**config.mk**
```make
export PLATFORM = sky130hd
export DESIGN_NAME = gearbox_align_ctrl
export DESIGN_NICKNAME = d
export VERILOG_FILES = /design/src/rtl/gearbox_align_pkg.sv /design/src/rtl/gearbox_align_ctrl_timer.sv /design/src/rtl/gearbox_align_ctrl.sv
export SDC_FILE = /design/constraint.sdc
export NUM_CORES = 1
export LEC_CHECK = 0
export CAP_MARGIN = 0
export CORE_ASPECT_RATIO = 0.8
export CORE_MARGIN = 4
export CORE_UTILIZATION = 53
export DETAILED_ROUTE_END_ITERATION = 16
export PLACE_DENSITY_LB_ADDON = 0.1
export SLEW_MARGIN = 10
export SYNTH_ARGS = -nofsm -noshare
export SYNTH_HDL_FRONTEND = slang
export SYNTH_SLANG_ARGS = --single-unit
```
**constraint.sdc**
```tcl
create_clock -name SCLK -period 2.8 [get_ports SCLK]
set_input_delay 0.84 -clock SCLK [delete_from_list [all_inputs] [get_ports SCLK]]
set_output_delay 0.84 -clock SCLK [all_outputs]
set_load 0.01 [all_outputs]
```
**src/rtl/gearbox_align_pkg.sv**
```systemverilog
// Shared types, constants and helpers for the gearbox word-alignment controller.
package gearbox_align_pkg;

  typedef enum logic [2:0] {
    ST_IDLE   = 3'd0,
    ST_SETTLE = 3'd1,
    ST_CHECK  = 3'd2,
    ST_SLIP   = 3'd3,
    ST_LOCKED = 3'd4,
    ST_FAIL   = 3'd5
  } align_state_e;

  localparam int unsigned GB_WORD_W = 14;

  // 7:1 clock pattern 1100011, doubled across the two words of one SCLK.
  localparam logic [GB_WORD_W-1:0] TRAIN_PATTERN_DEF = 14'h31E3;

  // Bits needed to hold every value 0..max_val (never less than 1).
  function automatic int unsigned cnt_w(input int unsigned max_val);
    int unsigned w;
    w = 1;
    while ((max_val >> w) != 0) w++;
    return w;
  endfunction

endpackage

```
**src/rtl/gearbox_align_ctrl_timer.sv**
```systemverilog
// Loadable down-counter with a registered zero flag; times SETTLE and SLIP.
module align_cyc_timer #(
  parameter int unsigned W = 4
) (
  input  logic         clk_i,
  input  logic         rst_i,
  input  logic         load_i,
  input  logic [W-1:0] load_val_i,
  output logic         zero_o
);

  logic [W-1:0] cnt_q, cnt_d;
  logic         zero_q;

  // Load wins; otherwise count down and park at zero.
  always_comb begin
    cnt_d = cnt_q;
    if (load_i) begin
      cnt_d = load_val_i;
    end else if (cnt_q != '0) begin
      cnt_d = cnt_q - W'(1);
    end
  end

  // Count register and zero flag, kept coherent by deriving both from cnt_d.
  always_ff @(posedge clk_i) begin
    if (rst_i) begin
      cnt_q  <= '0;
      zero_q <= 1'b1;
    end else begin
      cnt_q  <= cnt_d;
      zero_q <= (cnt_d == '0);
    end
  end

  assign zero_o = zero_q;

endmodule

```
**src/rtl/gearbox_align_ctrl.sv**
```systemverilog
// Word-alignment controller for the 1:14 DDR input gearbox: slips until the
// training word is seen stably, holds lock, and reports loss of lock.
module gearbox_align_ctrl
  import gearbox_align_pkg::*;
#(
  parameter int unsigned       DATA_W        = 14,
  parameter logic [DATA_W-1:0] TRAIN_PATTERN = DATA_W'(TRAIN_PATTERN_DEF),
  parameter int unsigned       MATCH_CNT     = 4,
  parameter int unsigned       SETTLE_CYC    = 8,
  parameter int unsigned       SLIP_PULSE_W  = 2,
  parameter int unsigned       MAX_SLIPS     = 14,
  parameter int unsigned       MISS_LIMIT    = 3
) (
  input  logic                        SCLK,
  input  logic                        RSTB,
  input  logic                        start,
  input  logic                        auto_relock,
  input  logic [DATA_W-1:0]           data_in,
  output logic                        alignwd,
  output logic                        busy,
  output logic                        locked,
  output logic                        fail,
  output logic                        lol,
  output logic [cnt_w(MAX_SLIPS)-1:0] slip_count
);

  localparam int unsigned SLIP_CW  = cnt_w(MAX_SLIPS);
  localparam int unsigned MATCH_W  = cnt_w(MATCH_CNT);
  localparam int unsigned MISS_W   = cnt_w(MISS_LIMIT);
  localparam int unsigned TMR_MAX  = (SETTLE_CYC > SLIP_PULSE_W) ? SETTLE_CYC : SLIP_PULSE_W;
  localparam int unsigned TMR_W    = cnt_w(TMR_MAX);

  localparam logic [TMR_W-1:0]   SETTLE_LD = TMR_W'(SETTLE_CYC - 1);
  localparam logic [TMR_W-1:0]   SLIP_LD   = TMR_W'(SLIP_PULSE_W - 1);
  localparam logic [SLIP_CW-1:0] SLIP_MAX  = SLIP_CW'(MAX_SLIPS);
  localparam logic [MATCH_W-1:0] MATCH_LST = MATCH_W'(MATCH_CNT - 1);
  localparam logic [MISS_W-1:0]  MISS_LST  = MISS_W'(MISS_LIMIT - 1);

  align_state_e       state_q, state_d;
  logic [SLIP_CW-1:0] slip_q, slip_d;
  logic [MATCH_W-1:0] match_q, match_d;
  logic [MISS_W-1:0]  miss_q, miss_d;
  logic               lol_d;
  logic               tmr_load;
  logic [TMR_W-1:0]   tmr_val;
  logic               tmr_zero;
  logic               pat_hit;

  logic alignwd_q, busy_q, locked_q, fail_q, lol_q;

  assign pat_hit = (data_in == TRAIN_PATTERN);

  align_cyc_timer #(
    .W (TMR_W)
  ) u_timer (
    .clk_i      (SCLK),
    .rst_i      (RSTB),
    .load_i     (tmr_load),
    .load_val_i (tmr_val),
    .zero_o     (tmr_zero)
  );

  // Next-state, counter and timer-load decisions.
  always_comb begin
    state_d  = state_q;
    slip_d   = slip_q;
    match_d  = match_q;
    miss_d   = miss_q;
    lol_d    = 1'b0;
    tmr_load = 1'b0;
    tmr_val  = '0;

    case (state_q)
      ST_IDLE, ST_FAIL: begin
        if (start) begin
          state_d  = ST_SETTLE;
          slip_d   = '0;
          tmr_load = 1'b1;
          tmr_val  = SETTLE_LD;
        end
      end

      ST_SETTLE: begin
        if (tmr_zero) begin
          state_d = ST_CHECK;
          match_d = '0;
        end
      end

      ST_CHECK: begin
        if (pat_hit) begin
          if (match_q == MATCH_LST) begin
            state_d = ST_LOCKED;
            match_d = '0;
            miss_d  = '0;
          end else begin
            match_d = match_q + MATCH_W'(1);
          end
        end else begin
          match_d = '0;
          if (slip_q < SLIP_MAX) begin
            state_d  = ST_SLIP;
            slip_d   = slip_q + SLIP_CW'(1);
            tmr_load = 1'b1;
            tmr_val  = SLIP_LD;
          end else begin
            state_d = ST_FAIL;
          end
        end
      end

      ST_SLIP: begin
        if (tmr_zero) begin
          state_d  = ST_SETTLE;
          tmr_load = 1'b1;
          tmr_val  = SETTLE_LD;
        end
      end

      ST_LOCKED: begin
        if (pat_hit) begin
          miss_d = '0;
        end else if (miss_q == MISS_LST) begin
          miss_d = '0;
          lol_d  = 1'b1;
          if (auto_relock) begin
            state_d  = ST_SETTLE;
            slip_d   = '0;
            tmr_load = 1'b1;
            tmr_val  = SETTLE_LD;
          end else begin
            state_d = ST_IDLE;
          end
        end else begin
          miss_d = miss_q + MISS_W'(1);
        end
      end

      default: state_d = ST_IDLE;
    endcase
  end

  // State and counter registers.
  always_ff @(posedge SCLK) begin
    if (RSTB) begin
      state_q <= ST_IDLE;
      slip_q  <= '0;
      match_q <= '0;
      miss_q  <= '0;
    end else begin
      state_q <= state_d;
      slip_q  <= slip_d;
      match_q <= match_d;
      miss_q  <= miss_d;
    end
  end

  // Status outputs registered from the next state so they line up with it.
  always_ff @(posedge SCLK) begin
    if (RSTB) begin
      alignwd_q <= 1'b0;
      busy_q    <= 1'b0;
      locked_q  <= 1'b0;
      fail_q    <= 1'b0;
      lol_q     <= 1'b0;
    end else begin
      alignwd_q <= (state_d == ST_SLIP);
      busy_q    <= (state_d == ST_SETTLE) || (state_d == ST_CHECK) || (state_d == ST_SLIP);
      locked_q  <= (state_d == ST_LOCKED);
      fail_q    <= (state_d == ST_FAIL);
      lol_q     <= lol_d;
    end
  end

  assign alignwd    = alignwd_q;
  assign busy       = busy_q;
  assign locked     = locked_q;
  assign fail       = fail_q;
  assign lol        = lol_q;
  assign slip_count = slip_q;

endmodule

```
==> flow_summary.json, run 1 <==
{
  "crit_path_end_kind": "register",
  "yosysSeqAreaShare_pct": 35.4,
  "start_util_pct": 56.6,
  "crit_fanout": 9,
  "synth.distinct_cells": 51,
  "fmax_mhz": 436,
  "grt_pass1_vias": 1115,
  "path_buf_inv": 1,
  "cts_tree": "done",
  "hpwl_um": 2070,
  "numCtsBuffers": 3,
  "crit_family": "simple AND/OR/NAND/NOR gates",
  "holdWs_ns": 0.485,
  "boundaryPins": 27,
  "worst_slew_pin_slew_ns": 0.487,
  "cts_buffer_depth": 2,
  "gp_congestion": 0.831,
  "ir_drop_mv": 0.582,
  "dieHeight_um": 51.3,
  "power_density_mw_per_mm2": 589,
  "syn-cell-area_mm2": 0.00124,
  "slowest_delay_ns": 0.39,
  "grt_use_total_pct": 18.7,
  "hp-class": "register to register",
  "tns_ns": 0,
  "drc_errors": 0,
  "status": "finished clean",
  "drtIter0Drc": 39,
  "htreeDepth": 1,
  "p_total_mw": 0.922,
  "antenna_found_initial": 0,
  "drv_slew": 0,
  "hp-start": "match_q[0]",
  "cts_root_buf": "clkbuf_4",
  "dieArea_mm2": 0.00319,
  "path_class": "input port to register",
  "viasPerCell": 5.99,
  "grt_overflow": 0,
  "syn_nets": 161,
  "cp_cell_sequence": "clkdlybuf4s50_1 > and4bb_1 > nand4_2 > a21oi_1 > and2_4 > and4_1",
  "ys_ff_latch": 22,
  "ant_nets": 0,
  "yosys_warnings": 0,
  "regArea_um2": 440,
  "layout_common_cells": "clkdlybuf4s50_1 (26), dfxtp_1 (22), nand2_1 (12)",
  "io_buffers": 26,
  "clock_latency_ns": 0.31,
  "via_count": 1150,
  "drive_gt1_share_pct": 10.8,
  "fillers": 170,
  "min_period_over_period_pct": 81.9,
  "slew-limit-headroom_pct": 67.5,
  "critPathRequiredTime_ns": 3.07,
  "synthArstFlopShare_pct": 0,
  "syn_to_final_growth_pct": 25.8,
  "hold_viol": 0,
  "wl_per_cell_um": 14.2,
  "cp.arrival_ns": 2.56,
  "holdBufCountCts": 0,
  "p_leak_nw": 0.610,
  "grt_max_degree": 14,
  "routed_wl_um": 2720,
  "setup_viol": 0,
  "first_pass_iters": 4,
  "cts_resized": 0,
  "multi_input_area_um2": 738,
  "startpoint_type": "input port",
  "antennaDiodeCount": 0,
  "worstSetupStartpoint": "data_in[2]",
  "clk_pin_slew_ns": 0.13,
  "core_mm2": 0.00220,
  "synth-edff-count": 0,
  "fin_worst_skew_ns": 0.00990,
  "synthFlopType": "dfxtp_1",
  "avgSynthCellArea_um2": 8.88,
  "min_period_ns": 2.29,
  "cts_sinks": 22,
  "layout.nets": 189,
  "cp_slowest_cell": "clkdlybuf4s50_1",
  "rows": 15,
  "cap_violations": 0,
  "rsz0062_at_grt": "false",
  "layout_commonest_cell": "clkdlybuf4s50_1",
  "die_w_um": 62.2,
  "syn-instance-count": 140,
  "reg2reg_from": "state_q[1]",
  "utilization_pct": 71.2,
  "cts_setup_buffers": 0,
  "grt_pass1_wl_um": 4820
}
## cell families (layout without fill, tap and decap cells)
| kind of cell | count (synthesis) | count (layout) | synth area share (%) |
|---|---|---|---|
| compound gates | 33 | 33 | 18.5 |
| xor+xnor | 3 | 3 | 2.11 |
| fa+ha+maj | 3 | 3 | 3.02 |
| buf+inv | 11 | 38 | 5.23 |
| flops | 22 | 22 | 35.4 |
| mux | 2 | 2 | 1.71 |
| simple gates | 66 | 66 | 34.0 |
## routing by layer
| layer | vias up | global-route usage, % | wire (µm) |
|---|---|---|---|
| met5 | - | 0 | 0 |
| met4 | 0 | 5.42 | 24 |
| met3 | 4 | 5.49 | 167 |
| met2 | 31 | 32.8 | 1330 |
| met1 | 549 | 22.2 | 1200 |
| li1 | 566 | - | - |
## worst min-delay path: stages, from the launching register on
cell	delay, ns
dfxtp_1	0.35
nand2_1	0.06
a21oi_1	0.05
## cell type report
cell class,count,area share (%)
multi-input combinational,107,47.2
sequential,22,28.2
timing repair buffer,29,18.1
tap,25,2.00
clock inverter,1,1.92
clock buffer,3,1.44
inverter,5,1.20
## sequential cells by signal, indices dropped and copies added, names as in the netlist
signal	cells
fail	1
match_q	3
alignwd	1
state_q	3
lol	1
busy	1
slip_count	4
u_timer.zero_o	1
miss_q	2
u_timer.cnt_q	4
locked	1
## cell usage after synthesis, drive strengths merged (3+ instances only)
library cell / count / area, µm²
dfxtp: 22 / 440
ha: 3 / 37.5
a21oi: 13 / 72.6
nand4: 3 / 25.0
a31oi: 3 / 18.8
inv: 5 / 18.8
nand3: 6 / 35.0
nor3b: 3 / 38.8
nand2b: 6 / 45.0
and4b: 3 / 30.0
buf: 4 / 38.8
nor2b: 4 / 25.0
o21ai: 4 / 20.0
nor2: 10 / 37.5
nand2: 12 / 45.0
nor3: 3 / 15.0
## through the flow
| step | instance area [µm²] | instances | worst slack [ns] |
|---|---|---|---|
| 2_1_floorplan | 1240 | 140 | 0.756 |
| 3_3_place_gp | 1510 | 188 | 0.220 |
| 3_5_place_dp | 1510 | 188 | 0.177 |
| 4_1_cts | 1560 | 192 | 0.526 |
| 5_1_grt | 1560 | 192 | 0.440 |
| 6_report | 1560 | 192 | 0.506 |
## where the power goes
group | internal (mW) | switching [mW] | leakage [nW]
registers | 0.344 | 0.0396 | 0.179
logic | 0.150 | 0.146 | 0.402
clock network | 0.145 | 0.0974 | 0.0279
total | 0.639 | 0.283 | 0.610
## path summary, 6_finish.rpt
path | endpoint | slack (ns) | depth (start not counted)
min reg2reg | match_q[0] | 0.48 | 2
min | match_q[0] | 0.48 | 2
max reg2reg | locked | 0.90 | 4
max | locked | 0.51 | 6
Note: power is estimated with default switching activity, not from simulation.
==> inputs of run 2 (changes only) <==
Settings changed: CORE_UTILIZATION 53 to 45.
Clock period 2.8 ns to 2.11 ns, I/O delays scaled along.
==> flow_summary.json, run 2 (synthesized netlist as in run 1, its figures left out) <==
{
  "hold_viol": 0,
  "grt_overflow": 0,
  "hp-start": "match_q[0]",
  "holdBufCountCts": 0,
  "antennaDiodeCount": 0,
  "worstSetupStartpoint": "data_in[12]",
  "multi_input_area_um2": 738,
  "gp_congestion": 0.883,
  "reg2reg_from": "state_q[1]",
  "ir_drop_mv": 0.499,
  "slew-limit-headroom_pct": 68.3,
  "cts_setup_buffers": 0,
  "cp.arrival_ns": 2.18,
  "grt_use_total_pct": 17.0,
  "drive_gt1_share_pct": 13.4,
  "startpoint_type": "input port",
  "rsz0062_at_grt": "false",
  "min_period_ns": 1.95,
  "fin_worst_skew_ns": 0.00504,
  "cap_violations": 0,
  "status": "finished clean",
  "ant_nets": 0,
  "regArea_um2": 440,
  "tns_ns": 0,
  "setup_viol": 0,
  "grt_pass1_vias": 1089,
  "die_w_um": 66.8,
  "cts_tree": "done",
  "grt_pass1_wl_um": 4700,
  "power_density_mw_per_mm2": 762,
  "rows": 16,
  "core_mm2": 0.00254,
  "min_period_over_period_pct": 92.4,
  "pre_cts_slack_ns": -0.188,
  "cts_buffer_depth": 2,
  "hp-class": "register to register",
  "worst_slew_pin_slew_ns": 0.475,
  "numCtsBuffers": 3,
  "crit_path_end_kind": "register",
  "fillers": 224,
  "drv_slew": 0,
  "first_pass_iters": 4,
  "cts_resized": 0,
  "place_inst": 204,
  "dieHeight_um": 55.0,
  "clk_pin_slew_ns": 0.12,
  "p_leak_nw": 0.632,
  "viasPerCell": 5.44,
  "cts_root_buf": "clkbuf_4",
  "via_count": 1132,
  "dpl_cell_area_mm2": 0.00156,
  "routed_wl_um": 2800,
  "grt_max_degree": 14,
  "final_cells": 208,
  "htreeDepth": 1,
  "antenna_found_initial": 0,
  "clock_latency_ns": 0.32,
  "dieArea_mm2": 0.00367,
  "critPathRequiredTime_ns": 2.34,
  "layout_commonest_cell": "clkdlybuf4s50_1",
  "drtIter0Drc": 53,
  "io_buffers": 26,
  "hpwl_um": 2160,
  "fmax_mhz": 513,
  "layout_common_cells": "clkdlybuf4s50_1 (26), dfxtp_1 (22), nand2_1 (12)",
  "start_util_pct": 48.9,
  "cts_sinks": 22,
  "wl_per_cell_um": 13.5,
  "final_area_mm2": 0.00162,
  "path_class": "input port to register",
  "layout.nets": 194,
  "syn_to_final_growth_pct": 29.9,
  "boundaryPins": 27,
  "fin_ws_ns": 0.159,
  "holdWs_ns": 0.497,
  "drc_errors": 0,
  "crit_fanout": 10
}
## run 2: area by class of cell
type	count	share of cell area (%)
Tap cell	36	2.79
Multi-Input combinational cell	107	45.7
Clock buffer	3	1.39
Sequential cell	22	27.3
Clock inverter	1	1.86
Timing Repair Buffer	34	19.8
Inverter	5	1.16
## run 2: power breakdown
group | switching (mW) | internal (mW) | total [mW]
Clock | 0.131 | 0.192 | 0.324
Combinational | 0.192 | 0.206 | 0.397
Sequential | 0.0525 | 0.457 | 0.510
## run 2: critical path, stage by stage
cell and delay, ns:
clkdlybuf4s50_1 0.46, and4bb_1 0.21, nand4_2 0.12, buf_4 0.19, buf_4 0.15, nand4_1 0.09, nand2_1 0.07, a211oi_1 0.26
## run 2: path summary, 6_finish.rpt
path	to	slack (ns)	cells after the start
hold / removal	match_q[0]	0.50	2
hold reg to reg	match_q[0]	0.50	2
setup reg to reg	locked	0.32	4
setup / recovery	slip_count[2]	0.16	8
## run 2: per-stage QoR
stage / util, % / total power, mW
CTS: 63.5 / 1.24
detailed placement: 61.5 / 0.913
finish: 63.5 / 1.23
global route: 63.5 / 1.31
floorplan: - / 0.810
global placement: 61.5 / 0.905
## run 2: layer usage
metal / up-vias / global-route usage [%] / routed length [µm]
met3: 6 / 4.65 / 113
met2: 16 / 28.8 / 1350
met5: - / 0 / 0
met1: 536 / 20.8 / 1290
li1: 574 / - / -
met4: 0 / 7.09 / 43
